[src/rtl/mem_port_arbiter_if.sv]
// ---------------------------------------------------------------------------
// mem_port_arbiter_if
// Bundles every handshake and memory-side signal of the memory port arbiter.
//   master : the environment (CPU core requesters plus the memory array).
//            It drives requests, flush and mem_rdata, and receives grants,
//            responses and the memory strobes.
//   slave  : the arbiter itself.
// Fetch port : if_req, if_addr -> if_gnt, if_rvalid, if_rdata
// Data port  : d_req, d_we, d_addr, d_wdata, d_be -> d_gnt, d_rvalid, d_rdata
// Memory     : mem_en, mem_we, mem_addr, mem_be, mem_wdata <- mem_rdata
// ---------------------------------------------------------------------------
interface mem_port_arbiter_if #(
    parameter int AW = 8
);
    logic          flush;

    logic          if_req;
    logic [29:0]   if_addr;
    logic          if_gnt;
    logic          if_rvalid;
    logic [31:0]   if_rdata;

    logic          d_req;
    logic          d_we;
    logic [29:0]   d_addr;
    logic [31:0]   d_wdata;
    logic [3:0]    d_be;
    logic          d_gnt;
    logic          d_rvalid;
    logic [31:0]   d_rdata;

    logic          mem_en;
    logic          mem_we;
    logic [AW-1:0] mem_addr;
    logic [3:0]    mem_be;
    logic [31:0]   mem_wdata;
    logic [31:0]   mem_rdata;

    modport master (
        output flush,
        output if_req, if_addr,
        input  if_gnt, if_rvalid, if_rdata,
        output d_req, d_we, d_addr, d_wdata, d_be,
        input  d_gnt, d_rvalid, d_rdata,
        input  mem_en, mem_we, mem_addr, mem_be, mem_wdata,
        output mem_rdata
    );

    modport slave (
        input  flush,
        input  if_req, if_addr,
        output if_gnt, if_rvalid, if_rdata,
        input  d_req, d_we, d_addr, d_wdata, d_be,
        output d_gnt, d_rvalid, d_rdata,
        output mem_en, mem_we, mem_addr, mem_be, mem_wdata,
        input  mem_rdata
    );
endinterface

[src/rtl/mem_port_arbiter.sv]
// ---------------------------------------------------------------------------
// mem_port_arbiter
// Shares one single-port word memory (1-cycle synchronous read) between the
// instruction-fetch port and the load/store data port. Arbitration is done
// every cycle: data wins by default, but after STARVE_MAX consecutive lost
// cycles a waiting fetch is forced through. Flush cancels a fetch grant and
// masks a fetch response in the same cycle; it never affects the data port.
// Ports:
//   clk  : clock
//   rst  : asynchronous, active-high reset
//   bus  : mem_port_arbiter_if.slave (both requester ports + memory side)
// ---------------------------------------------------------------------------
module mem_port_arbiter #(
    parameter int AW         = 8,
    parameter int STARVE_MAX = 3
) (
    input  logic                clk,
    input  logic                rst,
    mem_port_arbiter_if.slave   bus
);
    localparam int SW = $clog2(STARVE_MAX + 1);

    // Who owns the response slot next cycle; loads and stores are split so
    // the store completion can return zero data.
    typedef enum logic [1:0] {
        OWN_NONE,
        OWN_IF,
        OWN_DLOAD,
        OWN_DSTORE
    } owner_e;

    owner_e        owner_q, owner_d;
    logic          valid_q;
    logic [SW-1:0] starveCnt_q, starveCnt_d;
    logic [31:0]   ifRdata_q;
    logic [31:0]   dRdata_q;

    logic          fetchPri;
    logic          dGnt;
    logic          ifGnt;
    logic          memEn;
    logic          dRvalid;
    logic          ifRvalid;
    logic [31:0]   dRdataOut;
    logic [31:0]   ifRdataOut;

    // Upper address bits are intentionally ignored so addresses wrap.
    logic          unusedAddrBits;
    assign unusedAddrBits = ^{bus.if_addr[29:AW], bus.d_addr[29:AW]};

    // Grants are gated with rst so nothing reaches memory during reset.
    always_comb begin
        fetchPri = (starveCnt_q == SW'(STARVE_MAX));
        dGnt     = ~rst & bus.d_req & ~(fetchPri & bus.if_req & ~bus.flush);
        ifGnt    = ~rst & bus.if_req & ~bus.flush & ~dGnt;
        memEn    = dGnt | ifGnt;
    end

    always_comb begin
        bus.mem_en    = memEn;
        bus.mem_we    = 1'b0;
        bus.mem_addr  = '0;
        bus.mem_be    = 4'b0000;
        bus.mem_wdata = 32'h0;
        if (dGnt) begin
            bus.mem_we    = bus.d_we;
            bus.mem_addr  = bus.d_addr[AW-1:0];
            bus.mem_be    = bus.d_be;
            bus.mem_wdata = bus.d_wdata;
        end else if (ifGnt) begin
            bus.mem_addr  = bus.if_addr[AW-1:0];
            bus.mem_be    = 4'b1111;
        end
    end

    // Next owner and starvation count. A flushed cycle in which fetch loses
    // neither counts as starvation nor as fetch progress, so the count holds.
    always_comb begin
        owner_d = OWN_NONE;
        if (dGnt) begin
            owner_d = bus.d_we ? OWN_DSTORE : OWN_DLOAD;
        end else if (ifGnt) begin
            owner_d = OWN_IF;
        end

        starveCnt_d = starveCnt_q;
        if (ifGnt || !bus.if_req) begin
            starveCnt_d = '0;
        end else if (!bus.flush && dGnt && (starveCnt_q != SW'(STARVE_MAX))) begin
            starveCnt_d = starveCnt_q + SW'(1);
        end
    end

    // Response side: memory data is passed straight through in the rvalid
    // cycle and captured so the outputs hold it afterwards.
    always_comb begin
        dRvalid  = valid_q & ((owner_q == OWN_DLOAD) | (owner_q == OWN_DSTORE));
        ifRvalid = valid_q & (owner_q == OWN_IF) & ~bus.flush;

        dRdataOut = dRdata_q;
        if (dRvalid) begin
            dRdataOut = (owner_q == OWN_DSTORE) ? 32'h0 : bus.mem_rdata;
        end

        ifRdataOut = ifRvalid ? bus.mem_rdata : ifRdata_q;

        bus.d_gnt     = dGnt;
        bus.if_gnt    = ifGnt;
        bus.d_rvalid  = dRvalid;
        bus.if_rvalid = ifRvalid;
        bus.d_rdata   = dRdataOut;
        bus.if_rdata  = ifRdataOut;
    end

    // A reset in the middle of an access drops the pending response.
    always_ff @(posedge clk or posedge rst) begin
        if (rst) begin
            owner_q     <= OWN_NONE;
            valid_q     <= 1'b0;
            starveCnt_q <= '0;
            ifRdata_q   <= 32'h0;
            dRdata_q    <= 32'h0;
        end else begin
            owner_q     <= owner_d;
            valid_q     <= memEn;
            starveCnt_q <= starveCnt_d;
            if (dRvalid) begin
                dRdata_q <= dRdataOut;
            end
            if (ifRvalid) begin
                ifRdata_q <= ifRdataOut;
            end
        end
    end
endmodule

[src/flat_wrapper.sv]
// flat-port wrapper written by rule: the top's interface ports become plain ports
module mem_port_arbiter_flat 
#(
    parameter int AW         = 8,
    parameter int STARVE_MAX = 3
)
  (clk, rst, bus_flush, bus_if_req, bus_if_addr, bus_if_gnt, bus_if_rvalid, bus_if_rdata, bus_d_req, bus_d_we, bus_d_addr, bus_d_wdata, bus_d_be, bus_d_gnt, bus_d_rvalid, bus_d_rdata, bus_mem_en, bus_mem_we, bus_mem_addr, bus_mem_be, bus_mem_wdata, bus_mem_rdata);
  mem_port_arbiter_if #(.AW(AW)) bus_i ();
  input  logic clk;
  input  logic rst;
  input wire logic [$bits(bus_i.flush)-1:0] bus_flush;
  input wire logic [$bits(bus_i.if_req)-1:0] bus_if_req;
  input wire logic [$bits(bus_i.if_addr)-1:0] bus_if_addr;
  output wire logic [$bits(bus_i.if_gnt)-1:0] bus_if_gnt;
  output wire logic [$bits(bus_i.if_rvalid)-1:0] bus_if_rvalid;
  output wire logic [$bits(bus_i.if_rdata)-1:0] bus_if_rdata;
  input wire logic [$bits(bus_i.d_req)-1:0] bus_d_req;
  input wire logic [$bits(bus_i.d_we)-1:0] bus_d_we;
  input wire logic [$bits(bus_i.d_addr)-1:0] bus_d_addr;
  input wire logic [$bits(bus_i.d_wdata)-1:0] bus_d_wdata;
  input wire logic [$bits(bus_i.d_be)-1:0] bus_d_be;
  output wire logic [$bits(bus_i.d_gnt)-1:0] bus_d_gnt;
  output wire logic [$bits(bus_i.d_rvalid)-1:0] bus_d_rvalid;
  output wire logic [$bits(bus_i.d_rdata)-1:0] bus_d_rdata;
  output wire logic [$bits(bus_i.mem_en)-1:0] bus_mem_en;
  output wire logic [$bits(bus_i.mem_we)-1:0] bus_mem_we;
  output wire logic [$bits(bus_i.mem_addr)-1:0] bus_mem_addr;
  output wire logic [$bits(bus_i.mem_be)-1:0] bus_mem_be;
  output wire logic [$bits(bus_i.mem_wdata)-1:0] bus_mem_wdata;
  input wire logic [$bits(bus_i.mem_rdata)-1:0] bus_mem_rdata;
  assign bus_i.flush = bus_flush;
  assign bus_i.if_req = bus_if_req;
  assign bus_i.if_addr = bus_if_addr;
  assign bus_if_gnt = bus_i.if_gnt;
  assign bus_if_rvalid = bus_i.if_rvalid;
  assign bus_if_rdata = bus_i.if_rdata;
  assign bus_i.d_req = bus_d_req;
  assign bus_i.d_we = bus_d_we;
  assign bus_i.d_addr = bus_d_addr;
  assign bus_i.d_wdata = bus_d_wdata;
  assign bus_i.d_be = bus_d_be;
  assign bus_d_gnt = bus_i.d_gnt;
  assign bus_d_rvalid = bus_i.d_rvalid;
  assign bus_d_rdata = bus_i.d_rdata;
  assign bus_mem_en = bus_i.mem_en;
  assign bus_mem_we = bus_i.mem_we;
  assign bus_mem_addr = bus_i.mem_addr;
  assign bus_mem_be = bus_i.mem_be;
  assign bus_mem_wdata = bus_i.mem_wdata;
  assign bus_i.mem_rdata = bus_mem_rdata;
  mem_port_arbiter #(.AW(AW), .STARVE_MAX(STARVE_MAX)) u_core (.clk(clk), .rst(rst), .bus(bus_i));
endmodule
[config.mk]
export PLATFORM = sky130hd
export DESIGN_NAME = mem_port_arbiter_flat
export DESIGN_NICKNAME = d
export VERILOG_FILES = /design/src/rtl/mem_port_arbiter_if.sv /design/src/rtl/mem_port_arbiter.sv /design/src/flat_wrapper.sv
export SDC_FILE = /design/constraint.sdc
export NUM_CORES = 1
export LEC_CHECK = 0
export BUFFER_PORTS_ARGS = -buffer_cell sky130_fd_sc_hd__buf_2
export CAP_MARGIN = 15
export CORE_AREA = 2 2 97 99
export CTS_CLUSTER_SIZE = 24
export DETAILED_ROUTE_END_ITERATION = 10
export DIE_AREA = 0 0 99 101
export PLACE_DENSITY = 0.86
export SLEW_MARGIN = 20
export SYNTH_ARGS = -nofsm -noshare
export SYNTH_HDL_FRONTEND = slang
export SYNTH_SLANG_ARGS = --single-unit
[constraint.sdc]
create_clock -name clk -period 8.3 [get_ports clk]
set_input_delay 1.245 -clock clk [delete_from_list [all_inputs] [get_ports clk]]
set_output_delay 1.245 -clock clk [all_outputs]
set_load 0.005 [all_outputs]
After elaboration in Yosys (flattened, before gate mapping)
Cells that the tools add are included.

Register bits: 69. Word-level logic and storage cells: 47. Output and inout port bits: 114.

Add/sub/neg operators: 1. Bitwise logic cells: 16. Equality and inequality tests: 5. Reductions and logical operators: 6. Mux-type cells: 14.

Operators by type and width (count): $mux 32 (4); $mux 8 (2); $and 1x1->1 (10); $mux 4 (2); $eq 2x2->1 const B (3); $mux 2 (3); $not 1->1 (4); $mux 1 (3); $add 2x1->2 const B (1); $eq 2x1->1 const B (1); $logic_and 1x1->1 (2); $logic_not 1->1 (2); $ne 2x2->1 const B (1); $or 1x1->1 (2); $reduce_bool 2->1 (1); $logic_or 1x1->1 (1).

Depth between registers and ports, before layout
Gate-level depths: netlist of run 1.

Word-level depth: 9. Depth in mapped cells: 5. Mapped depth without buffers: 4.

Worst setup path before layout of run 1
No wires, ideal clock.

Kind: in2out. From: input port rst. To: output port bus_mem_addr[2]. Arrival time: 3482 ps. Setup slack: 3573 ps. Path buffers: 1. Stages: 4. Path through: inv_1 -> and3_1 -> buf_2 -> a22o_1.

Word-level cells in the longest chain between the ends: 7. Elaborated cells on any way between the ends: 9.

RTL lines: from (decl) (RTL line flat_wrapper.sv:10) `input logic rst;`; $not 1->1 (*) (RTL line mem_port_arbiter.sv:54, mem_port_arbiter.sv:55); $and 1x1->1 (2 in a row) (RTL line mem_port_arbiter.sv:54) `dGnt = ~rst & bus.d_req & ~(fetchPri & bus.if_req & ~bus.flush);`; $not 1->1 (RTL line mem_port_arbiter.sv:55) `ifGnt = ~rst & bus.if_req & ~bus.flush & ~dGnt;`; $and 1x1->1 (*) (RTL line mem_port_arbiter.sv:55); named net bus_if_gnt (RTL line flat_wrapper.sv:14) `output wire logic [$bits(bus_i.if_gnt)-1:0] bus_if_gnt;`; $mux 8 (*) (RTL line mem_port_arbiter.sv:70) `end else if (ifGnt) begin`; $mux 8 (*) (RTL line mem_port_arbiter.sv:65) `if (dGnt) begin`; to (decl) (RTL line flat_wrapper.sv:27) `output wire logic [$bits(bus_i.mem_addr)-1:0] bus_mem_addr;`.

Mark *: on every way through the listed nets, which the timed path passes. The rest lies on a longest branch.

Worst setup path in the final report of run 1
From: register u_core.owner_q[0]. To: output port bus_if_rdata[1].

Word-level cells in the longest chain between the ends: 4.

RTL lines: from (decl) (RTL line mem_port_arbiter.sv:32) `owner_e owner_q, owner_d;`; from (signal assigned) (RTL line mem_port_arbiter.sv:124) `owner_q <= owner_d;`; $eq 2x1->1 (RTL line mem_port_arbiter.sv:98) `ifRvalid = valid_q & (owner_q == OWN_IF) & ~bus.flush;`; $and 1x1->1 (2 in a row) (RTL line mem_port_arbiter.sv:98); $mux 32 (RTL line mem_port_arbiter.sv:105) `ifRdataOut = ifRvalid ? bus.mem_rdata : ifRdata_q;`; to (decl) (RTL line flat_wrapper.sv:16) `output wire logic [$bits(bus_i.if_rdata)-1:0] bus_if_rdata;`.

Every way passes these cells.

==> run_results.csv, run 1 <==
group,metric,value,unit
run_status,outcome,"completed",
worst_setup_path,startpoint,"u_core.owner_q[0]$_DFF_PP0_",
placement,port_buffers,203,
worst_setup_path,rrSetupSlack,5.37,ns
synthesis,synthTopCellsByArea,"dfrtp_1 47%, mux2_2 20%, o21ai_0 8.7%, nand2b_1 5.8%, and2_1 5.6%",
global_route,grt_pass1_wl,16390,µm
worst_setup_path,critPathLaunchType,"register",
routing,wl_per_cell,16.34,µm
pwr,power_density,201.4,nW/µm²
die,die_y,101,µm
pwr,leakagePower,0.002632,µW
die,core_area,8977,µm²
die,rows,35,
clocking,clk_latency,0.34,ns
finish,fin_util,0.5468,
global_route,overflow,0,
sta,maxSlewViolCount,0,
clocking,clock_path_buffers,2,
worst_setup_path,endpoint_kind,"primary output",
die,fp.dieW,99,µm
global_route,antenna_found_initial,0,
placement,gp_congestion,0.8498,
sta,slew_headroom,0.3460,
finish,num-fill-cells,807,
synthesis,syn_nets,487,
routing,first_pass_iters,6,
synthesis,synth_most_common_cell,"dfrtp_1",
sta,rsz0062_at_grt,"no",
sta,tns,0,ns
sta,hold_viol_final,0,
pwr,ir_drop,0.08528,mV
synthesis,ys_async_sr_fraction,1.000,
synthesis,ys.flop_type,"dfrtp_1",
sta,skew,0.01147,ns
synthesis,ys_seq_area_frac,0.4680,
worst_hold_path,whs_endpoint,"u_core.dRdata_q[8]$_DFFE_PP0P_",
worst_setup_path,critPathRequiredTime,7.05,ns
job,drv_cap,0,
synthesis,yosysWarnings,0,
placement,dpl-instance-area,4727,µm²
synthesis,synth_commonest_cells,"69 x dfrtp_1, 64 x mux2_2, 64 x o21ai_0",
worst_hold_path,hp-class,"register to register",
routing,vias,3257,
clocking,cts_root_buf,"clkbuf_8",
die,die_area,9999,µm²
clocking,cts_tree,"built",
die,start_util,0.4110,
synthesis,synth_edf_count,0,
sta,setup_viol,0,
placement,dp_cells,644,
sta,timing.final.crit_period,4.524,ns
synthesis,syn_area,3690,µm²
finish,final_nets,679,
worst_setup_path,reg2reg_depth,3,
clocking,cts.sinks,69,
worst_setup_path,r2r-end,"u_core.ifRdata_q[5]$_DFFE_PP0P_",
clocking,h-tree-depth,3,
worst_hold_path,worstHoldStart,"u_core.dRdata_q[8]$_DFFE_PP0P_",
clocking,path_clk_slew,0.08,ns
routing,first_iter_violations,87,
synthesis,yosys.area.top_type,"dfrtp_1",
worst_hold_path,min_path_cells,2,
global_route,grt_pass1_vias,3350,
routing,totalWireLength,10780,µm
synthesis,synth_top_area_frac,0.4680,
worst_setup_path,crit_fanout,35,
global_route,grt.total_usage,0.2118,
sta,worst_pin_slew,0.9810,ns
finish,stdcell_count,660,
synthesis,synth_cell_types,23,
worst_setup_path,arrival,3.28,ns
placement,dp_hpwl,8260,µm
finish,final_area,4908,µm²
clocking,cts-resized-gates,0,
clocking,cts-buffers-inserted,9,
synthesis,postSynthAreaPerCell,10.48,µm²
finish,n_antenna_cell,0,
routing,drc_errors,0,
synthesis,synthCells,352,
clocking,cts-hold-fix-buffers,0,
clocking,cts_setup_buffers,0,
routing,antenna_left,0,
routing,avgViaCountPerCell,4.935,
synthesis,synth_seq_cells,69,
worst_setup_path,crit-reg2reg-launch,"u_core.owner_q[0]$_DFF_PP0_",
global_route,grt_start_max_net_pins,68,
sta,max_freq,221.1,MHz
sta,timing.final.crit_share,0.5450,
worst_setup_path,crit_type,"register to primary output",
die,pin_count,248,
finish,syn_to_final_growth,33.03,%
finish,drive_gt1_frac,0.5319,
==> layout by cell type, fill, tap and decap left out, types with 3 or more instances in the layout <==
cell      count
inv_1         4
buf_4         4
dfrtp_1      69
mux2_2       64
and2_1       33
nand2_1      32
a22o_1        8
o21ai_0      64
a21boi_0      3
nand2b_1     34
buf_2       203
clkbuf_8      9
==> per-layer routing <==
| metal | track usage | vias to the layer above | wire, µm |
|---|---|---|---|
| met3 | 0.04300 | 20 | 636 |
| met4 | 0.1085 | 0 | 372 |
| met1 | 0.2225 | 1514 | 4055 |
| met2 | 0.3981 | 136 | 5717 |
| met5 | 0 | - | 0 |
| li1 | - | 1587 | - |
==> stage by stage <==
step	setup slack [ns]	power (µW)	hold WS (ns)
2_1_floorplan	3.573	597.3	0.4387
3_3_place_gp	3.839	723.1	0.4519
3_5_place_dp	3.788	742.5	0.4590
4_1_cts	3.684	1002	0.4766
5_1_grt	3.567	1053	0.5086
6_report	3.776	988.5	0.4719
==> state kept, by name, indices dropped and copies added (netlist names) <==
name / cells
u_core.ifRdata_q: 32
u_core.starveCnt_q: 2
u_core.valid_q: 1
u_core.owner_q: 2
u_core.dRdata_q: 32
==> critical path, stage by stage (launching register included) <==
cell and delay, ns:
dfrtp_1 0.99, and4bb_2 0.87, buf_4 0.53, mux2_2 0.39, buf_2 0.14
==> layout make-up <==
| class | count | area (µm²) | area share |
|---|---|---|---|
| Multi-Input combinational cell | 252 | 1797 | 0.3660 |
| Timing Repair Buffer | 207 | 1046 | 0.2131 |
| Tap cell | 111 | 138.9 | 0.02829 |
| Clock inverter | 7 | 57.56 | 0.01173 |
| Clock buffer | 9 | 123.9 | 0.02524 |
| Inverter | 5 | 18.77 | 0.003824 |
| Sequential cell | 69 | 1727 | 0.3518 |
==> cell families after synthesis <==
| logic type | synth area share |
|---|---|
| flip-flops | 0.4680 |
| multiplexers | 0.1980 |
| AO/OA/AOI/OAI | 0.1194 |
| AND/OR/NAND/NOR | 0.1621 |
| buffers and inverters | 0.04679 |
| adder cells (fa/ha/maj) | 0.003390 |
| XOR/XNOR | 0.002374 |
==> report_power, final <==
part           switching (µW)  total [µW]  leakage, µW  internal (µW)
Clock                     143         256    0.0000881            113
Sequential               33.9         444     0.000864            410
Combinational             130         289      0.00168            158
==> how the worst max path moves through the flow <==
stage	end	slack, ns	depth (start not counted)
floorplan	bus_mem_addr[2]	3.57	4
global placement	bus_if_rdata[1]	3.84	5
detailed placement	bus_if_rdata[1]	3.79	5
CTS	bus_if_rdata[1]	3.68	4
global route	bus_if_rdata[1]	3.57	4
finish	bus_if_rdata[1]	3.78	4
Power figures use the tool's default switching activity.
==> run 2, diff against run 1 <==
- ABC_AREA: default -> 1
- CORE_AREA: 2 2 97 99 -> 2 2 96 98
- DIE_AREA: 0 0 99 101 -> 0 0 98 100
- clock period: 8.3 -> 4.6 ns (I/O delays scaled with it)
==> run 2 against run 1 <==
Compared with the run above: clock skew is 0.0022 ns lower; utilization shrank 1.0 points; global-route usage is 0.30 points higher; critical endpoint is now bus_if_rdata[0].
==> run_results.csv, run 2 <==
group,metric,value,unit
worst_setup_path,critPathLaunchType,"primary input",
finish,largestRegisters,"u_core.dRdata_q (32), u_core.ifRdata_q (32)",
routing,wl_per_cell,13.67,µm
clocking,path_clk_slew,0.07,ns
sta,skew,0.009277,ns
worst_setup_path,critPathBufInv,3,
worst_setup_path,crit_type,"primary input to primary output",
synthesis,synth_cell_types,21,
sta,rsz0062_at_grt,"no",
synthesis,syn_area,3556,µm²
clocking,clk_latency,0.34,ns
sta,timing.final.crit_share,0.7005,
clocking,cts_tree,"built",
worst_setup_path,path_cells,"buf_2 -> nor2_2 -> nand3_4 -> inv_1 -> nand2_1 -> nand2_1 -> buf_2",
clocking,cts-resized-gates,0,
pwr,p_clk_frac,0.296,
finish,drive_gt1_frac,0.3474,
sta,maxSlewViolCount,0,
worst_setup_path,crit_path_top_delay_cell,"inv_1",
worst_setup_path,endpoint_kind,"primary output",
finish,layout_common_cells,"203 x buf_2, 171 x nand2_1, 69 x dfrtp_1, 53 x inv_1, 50 x o21ai_0",
synthesis,synthCells,470,
clocking,clock_path_buffers,2,
finish,stdcell_count,777,
routing,vias,3701,
pwr,sw_frac_of_total,0.2990,
worst_setup_path,r2r-end,"u_core.ifRdata_q[5]$_DFFE_PP0P_",
finish,syn_to_final_growth,34.20,%
worst_setup_path,reg2reg_depth,5,
finish,layout_commonest_cell,"buf_2",
die,core_area,8890,µm²
worst_hold_path,worstHoldStart,"u_core.ifRdata_q[12]$_DFFE_PP0P_",
run_status,outcome,"completed",
clocking,cts.sinks,69,
worst_setup_path,slowest_delay,0.76,ns
synthesis,ys.flop_type,"dfrtp_1",
synthesis,synth_commonest_cells,"171 x nand2_1, 69 x dfrtp_1, 54 x inv_1",
die,start_util,0.4000,
clocking,cts-buffers-inserted,9,
finish,fin_util,0.5368,
synthesis,yosys.area.top_type,"dfrtp_1",
global_route,overflow,0,
placement,port_buffers,203,
routing,first_pass_iters,4,
clocking,cts_setup_buffers,0,
worst_setup_path,arrival,2.53,ns
global_route,antenna_found_initial,2,
worst_hold_path,hp-class,"register to register",
global_route,grt_pass1_vias,3471,
pwr,p_switching,540.9,µW
routing,totalWireLength,10620,µm
sta,tns,0,ns
synthesis,postSynthAreaPerCell,7.566,µm²
die,fp.dieW,98,µm
worst_setup_path,cp.depth,7,
synthesis,synth_top_area_frac,0.4856,
clocking,h-tree-depth,3,
global_route,grt_pass1_wl,16400,µm
routing,avgViaCountPerCell,4.763,
synthesis,syn_nets,605,
placement,gp_congestion,0.8606,
pwr,combPwrFrac,0.277,
worst_setup_path,crit-reg2reg-launch,"u_core.owner_q[1]$_DFF_PP0_",
worst_hold_path,min_path_cells,2,
worst_setup_path,critPathRequiredTime,3.91,ns
finish,final_nets,795,
pwr,internal_power,1268,µW
synthesis,synthTopCellsByArea,"dfrtp_1 49%, nand2_1 18%, o21ai_0 7.0%, inv_1 5.7%, o31ai_1 5.5%",
synthesis,synth_seq_cells,69,
worst_setup_path,rrSetupSlack,2.47,ns
job,drv_cap,0,
worst_setup_path,crit_fanout,59,
finish,final_area,4772,µm²
sta,worst_pin_slew,0.7403,ns
die,rows,35,
synthesis,ys_seq_area_frac,0.4856,
pwr,leakagePower,0.002999,µW
sta,hold-worst-slack,0.4746,ns
sta,slew_headroom,0.5047,
pwr,power_density,379.0,nW/µm²
routing,antenna_left,0,
die,die_y,100,µm
global_route,grt.total_usage,0.2148,
sta,setup_viol,0,
placement,dp_cells,760,
pwr,ir_drop,0.1754,mV
clocking,cts-hold-fix-buffers,0,
pwr,seqPwrFrac,0.428,
die,pin_count,248,
routing,first_iter_violations,135,
global_route,grt_start_max_net_pins,60,
sta,max_freq,310.4,MHz
synthesis,synth_most_common_cell,"nand2_1",
die,die_area,9800,µm²
synthesis,yosysWarnings,0,
sta,hold_viol_final,0,
routing,drc_errors,0,
clocking,cts_root_buf,"clkbuf_8",
worst_setup_path,crit_family,"buffers and inverters",
synthesis,synth_edf_count,0,
placement,dpl-instance-area,4556,µm²
sta,timing.final.crit_period,3.222,ns
placement,dp_hpwl,8104,µm
worst_hold_path,whs_endpoint,"u_core.ifRdata_q[12]$_DFFE_PP0P_",
synthesis,ys_async_sr_fraction,1.000,
-- run 2: cell count changes in the layout (fill, tap and decap cells not counted), moves of 3 or more --
cell,change
a21boi_0,-3
a22o_1,-8
and2_1,-33
inv_1,+49
mux2_2,-64
nand2_1,+139
nand2b_1,-34
nand3_1,+11
nor2_1,+36
o21ai_0,-14
o21ai_1,+15
o31ai_1,+26
-- run 2: worst register-to-register path: stages, from the launching register on --
cell     delay, ns
dfrtp_1       0.40
nor2_2        0.16
nand3_4       0.46
inv_1         0.77
nand2_1       0.16
nand2_1       0.12
-- run 2: through the flow --
stage               power [µW]  setup WS [ns]
detailed placement        1294          1.351
floorplan                 1056          2.170
CTS                       1833          1.337
finish                    1809          1.378
global route              1938          1.126
global placement          1274          1.345
-- run 2: power groups by stage --
stage | logic (µW) | registers [µW] | clock network (µW)
global placement | 496 | 779 | 0
finish | 500 | 774 | 535
CTS | 510 | 775 | 548
detailed placement | 508 | 787 | 0
global route | 575 | 788 | 576
floorplan | 281 | 775 | 0
-- run 2: logic make-up after synthesis --
family | after synthesis | share of synthesized area
AO/OA/AOI/OAI | 92 | 0.1478
adder cells (fa/ha/maj) | 1 | 0.003518
buffers and inverters | 83 | 0.1094
flip-flops | 69 | 0.4856
AND/OR/NAND/NOR | 225 | 0.2537
-- run 2: routing by layer --
metal / up-vias / global-route usage / share of wire
met5: - / 0 / 0.0010
met4: 2 / 0.1271 / 0.052
met3: 30 / 0.04526 / 0.062
met2: 144 / 0.3688 / 0.48
met1: 1666 / 0.2485 / 0.41
li1: 1859 / - / -
-- run 2: worst max-delay path by stage --
stage                                 from                             end  slack (ns)
6_report                         bus_flush                 bus_if_rdata[0]        1.38
5_1_grt        u_core.owner_q[1]$_DFF_PP0_                bus_if_rdata[13]        1.13
4_1_cts                          bus_flush                 bus_if_rdata[0]        1.34
3_5_place_dp                     bus_flush                 bus_if_rdata[0]        1.35
3_3_place_gp                     bus_flush                 bus_if_rdata[5]        1.35
2_1_floorplan                          rst  u_core.dRdata_q[0]$_DFFE_PP0P_        2.17
-- run 2: area by class of cell --
class	count	area, µm²
diodes	1	2.502
clock buffers	10	127.6
well taps	111	138.9
repair buffers	206	1039
clock inverters	6	86.33
inverters	56	211.5
flip-flops and latches	69	1727
multi-input cells	318	1440
fillers	942	4118
==> run 3, diff against run 2 <==
- CORE_AREA: 2 2 96 98 -> default
- CORE_UTILIZATION: default -> 38
- DIE_AREA: 0 0 98 100 -> default
- PLACE_DENSITY: 0.86 -> 0.85
- clock period: 4.6 -> 2.8 ns (I/O delays scaled with it)
==> run 3 against run 2 <==
Compared with the run above: register-to-register slack got worse by 1.2 ns; clock power is 81% higher; sequential cell count is the same; power up 70%; utilization rose by 0.39 points; cell count down 0.51%; critical path type is now register to primary output; critical endpoint is now bus_mem_be[0]; highest routed layer is now met4.
==> run_results.csv, run 3 (same netlist as run 2, synthesis figures left out) <==
group,metric,value,unit
worst_setup_path,r2r-end,"u_core.ifRdata_q[18]$_DFFE_PP0P_",
finish,multi_input_area,1440,µm²
sta,tns,0,ns
clocking,path_clk_slew,0.08,ns
routing,first_pass_iters,4,
finish,fin_util,0.5407,
global_route,grt_pass1_vias,3466,
worst_setup_path,rrSetupSlack,1.25,ns
die,pin_count,248,
clocking,clk_latency,0.33,ns
placement,dpl-instance-area,4572,µm²
worst_hold_path,worstHoldStart,"bus_mem_rdata[8]",
job,drv_cap,0,
finish,regArea,1727,µm²
clocking,h-tree-depth,3,
worst_setup_path,startpoint,"u_core.starveCnt_q[0]$_DFFE_PP0P_",
routing,drc_errors,0,
finish,largestRegisters,"u_core.dRdata_q (32), u_core.ifRdata_q (32)",
die,start_util,0.3999,
clocking,cts_root_buf,"clkbuf_8",
sta,timing.final.crit_period,2.382,ns
sta,slew_headroom,0.4196,
run_status,outcome,"completed",
clocking,cts_tree,"built",
sta,skew,0.008760,ns
sta,hold_viol_final,0,
global_route,grt_start_max_net_pins,98,
pwr,power,3079,µW
sta,setup_viol,0,
finish,stdcell_count,773,
clocking,cts-hold-fix-buffers,0,
sta,maxSlewViolCount,0,
pwr,ir_drop,0.2128,mV
global_route,overflow,0,
worst_setup_path,reg2reg_depth,5,
worst_hold_path,min_path_cells,3,
clocking,cts-resized-gates,0,
clocking,cts_setup_buffers,0,
routing,antenna_left,0,
routing,vias,3750,
die,die_area,9749,µm²
placement,dp_cells,758,
finish,syn_to_final_growth,35.19,%
finish,n_antenna_cell,0,
finish,drive_gt1_frac,0.3489,
worst_setup_path,critPathLaunchType,"register",
finish,final_nets,796,
clocking,cts-buffers-inserted,9,
pwr,leakagePower,0.003018,µW
routing,wl_per_cell,13.27,µm
worst_setup_path,crit_type,"register to primary output",
placement,gp_congestion,0.9259,
finish,num-fill-cells,830,
worst_setup_path,crit-reg2reg-launch,"u_core.owner_q[0]$_DFF_PP0_",
worst_hold_path,whs_endpoint,"u_core.ifRdata_q[8]$_DFFE_PP0P_",
finish,final_area,4807,µm²
sta,rsz0062_at_grt,"no",
die,die_y,98.74,µm
worst_hold_path,hp-class,"primary input to register",
clocking,clock_path_buffers,2,
sta,worst_pin_slew,0.8707,ns
die,rows,34,
clocking,cts.sinks,69,
finish,layout_commonest_cell,"buf_2",
global_route,grt.total_usage,0.2118,
pwr,power_density,640.4,nW/µm²
die,fp.dieW,98.74,µm
sta,timing.final.crit_share,0.8508,
routing,avgViaCountPerCell,4.851,
global_route,antenna_found_initial,0,
placement,dp_hpwl,7772,µm
worst_setup_path,arrival,1.96,ns
worst_setup_path,endpoint_kind,"primary output",
finish,layout_common_cells,"203 x buf_2, 171 x nand2_1, 69 x dfrtp_1, 53 x inv_1, 50 x o21ai_0",
worst_setup_path,critPathRequiredTime,2.38,ns
sta,max_freq,419.8,MHz
worst_setup_path,crit_fanout,44,
routing,first_iter_violations,115,
global_route,grt_pass1_wl,16100,µm
die,core_area,8891,µm²
routing,totalWireLength,10260,µm
placement,port_buffers,203,
==> run 3: layer usage <==
layer,global-route usage,vias up,wire (µm)
met2,0.4003,154,5418
met3,0.04043,13,536
met5,0,-,0
li1,-,1859,-
met4,0.08266,0,210
met1,0.2333,1724,4096
==> run 3: area by class of cell <==
type,count,area share
clock buffers,9,0.02577
clock inverters,6,0.02317
inverters,56,0.04399
multi-input cells,318,0.2996
flip-flops and latches,69,0.3592
well taps,108,0.02811
repair buffers,207,0.2202
==> run 3: worst max-delay path by stage <==
| stage | endpoint | cells after the start |
|---|---|---|
| 2_1_floorplan | u_core.dRdata_q[0]$_DFFE_PP0P_ | 1 |
| 6_report | bus_mem_be[0] | 7 |
| 5_1_grt | bus_if_rdata[7] | 6 |
| 3_3_place_gp | bus_if_rdata[2] | 7 |
| 4_1_cts | bus_mem_be[0] | 7 |
| 3_5_place_dp | bus_if_rdata[17] | 7 |
==> run 3: where the power goes <==
group	internal, µW	switching, µW
clock	588	377
sequential	1210	65.2
combinational	373	463
==> run 3: critical path, cell delays in order (launching register included) <==
cell	delay, ns
dfrtp_1	0.41
ha_1	0.23
nand3_1	0.13
nand2_4	0.26
inv_2	0.30
nand2_1	0.08
nand2_1	0.08
buf_2	0.15
==> run 3: stage by stage <==
| step | worst slack, ns | hold WS (ns) |
|---|---|---|
| floorplan | 0.6401 | 0.4428 |
| global placement | 0.7815 | 0.4566 |
| detailed placement | 0.7405 | 0.4601 |
| CTS | 0.3991 | 0.2897 |
| global route | 0.2342 | 0.3135 |
| finish | 0.4178 | 0.3083 |
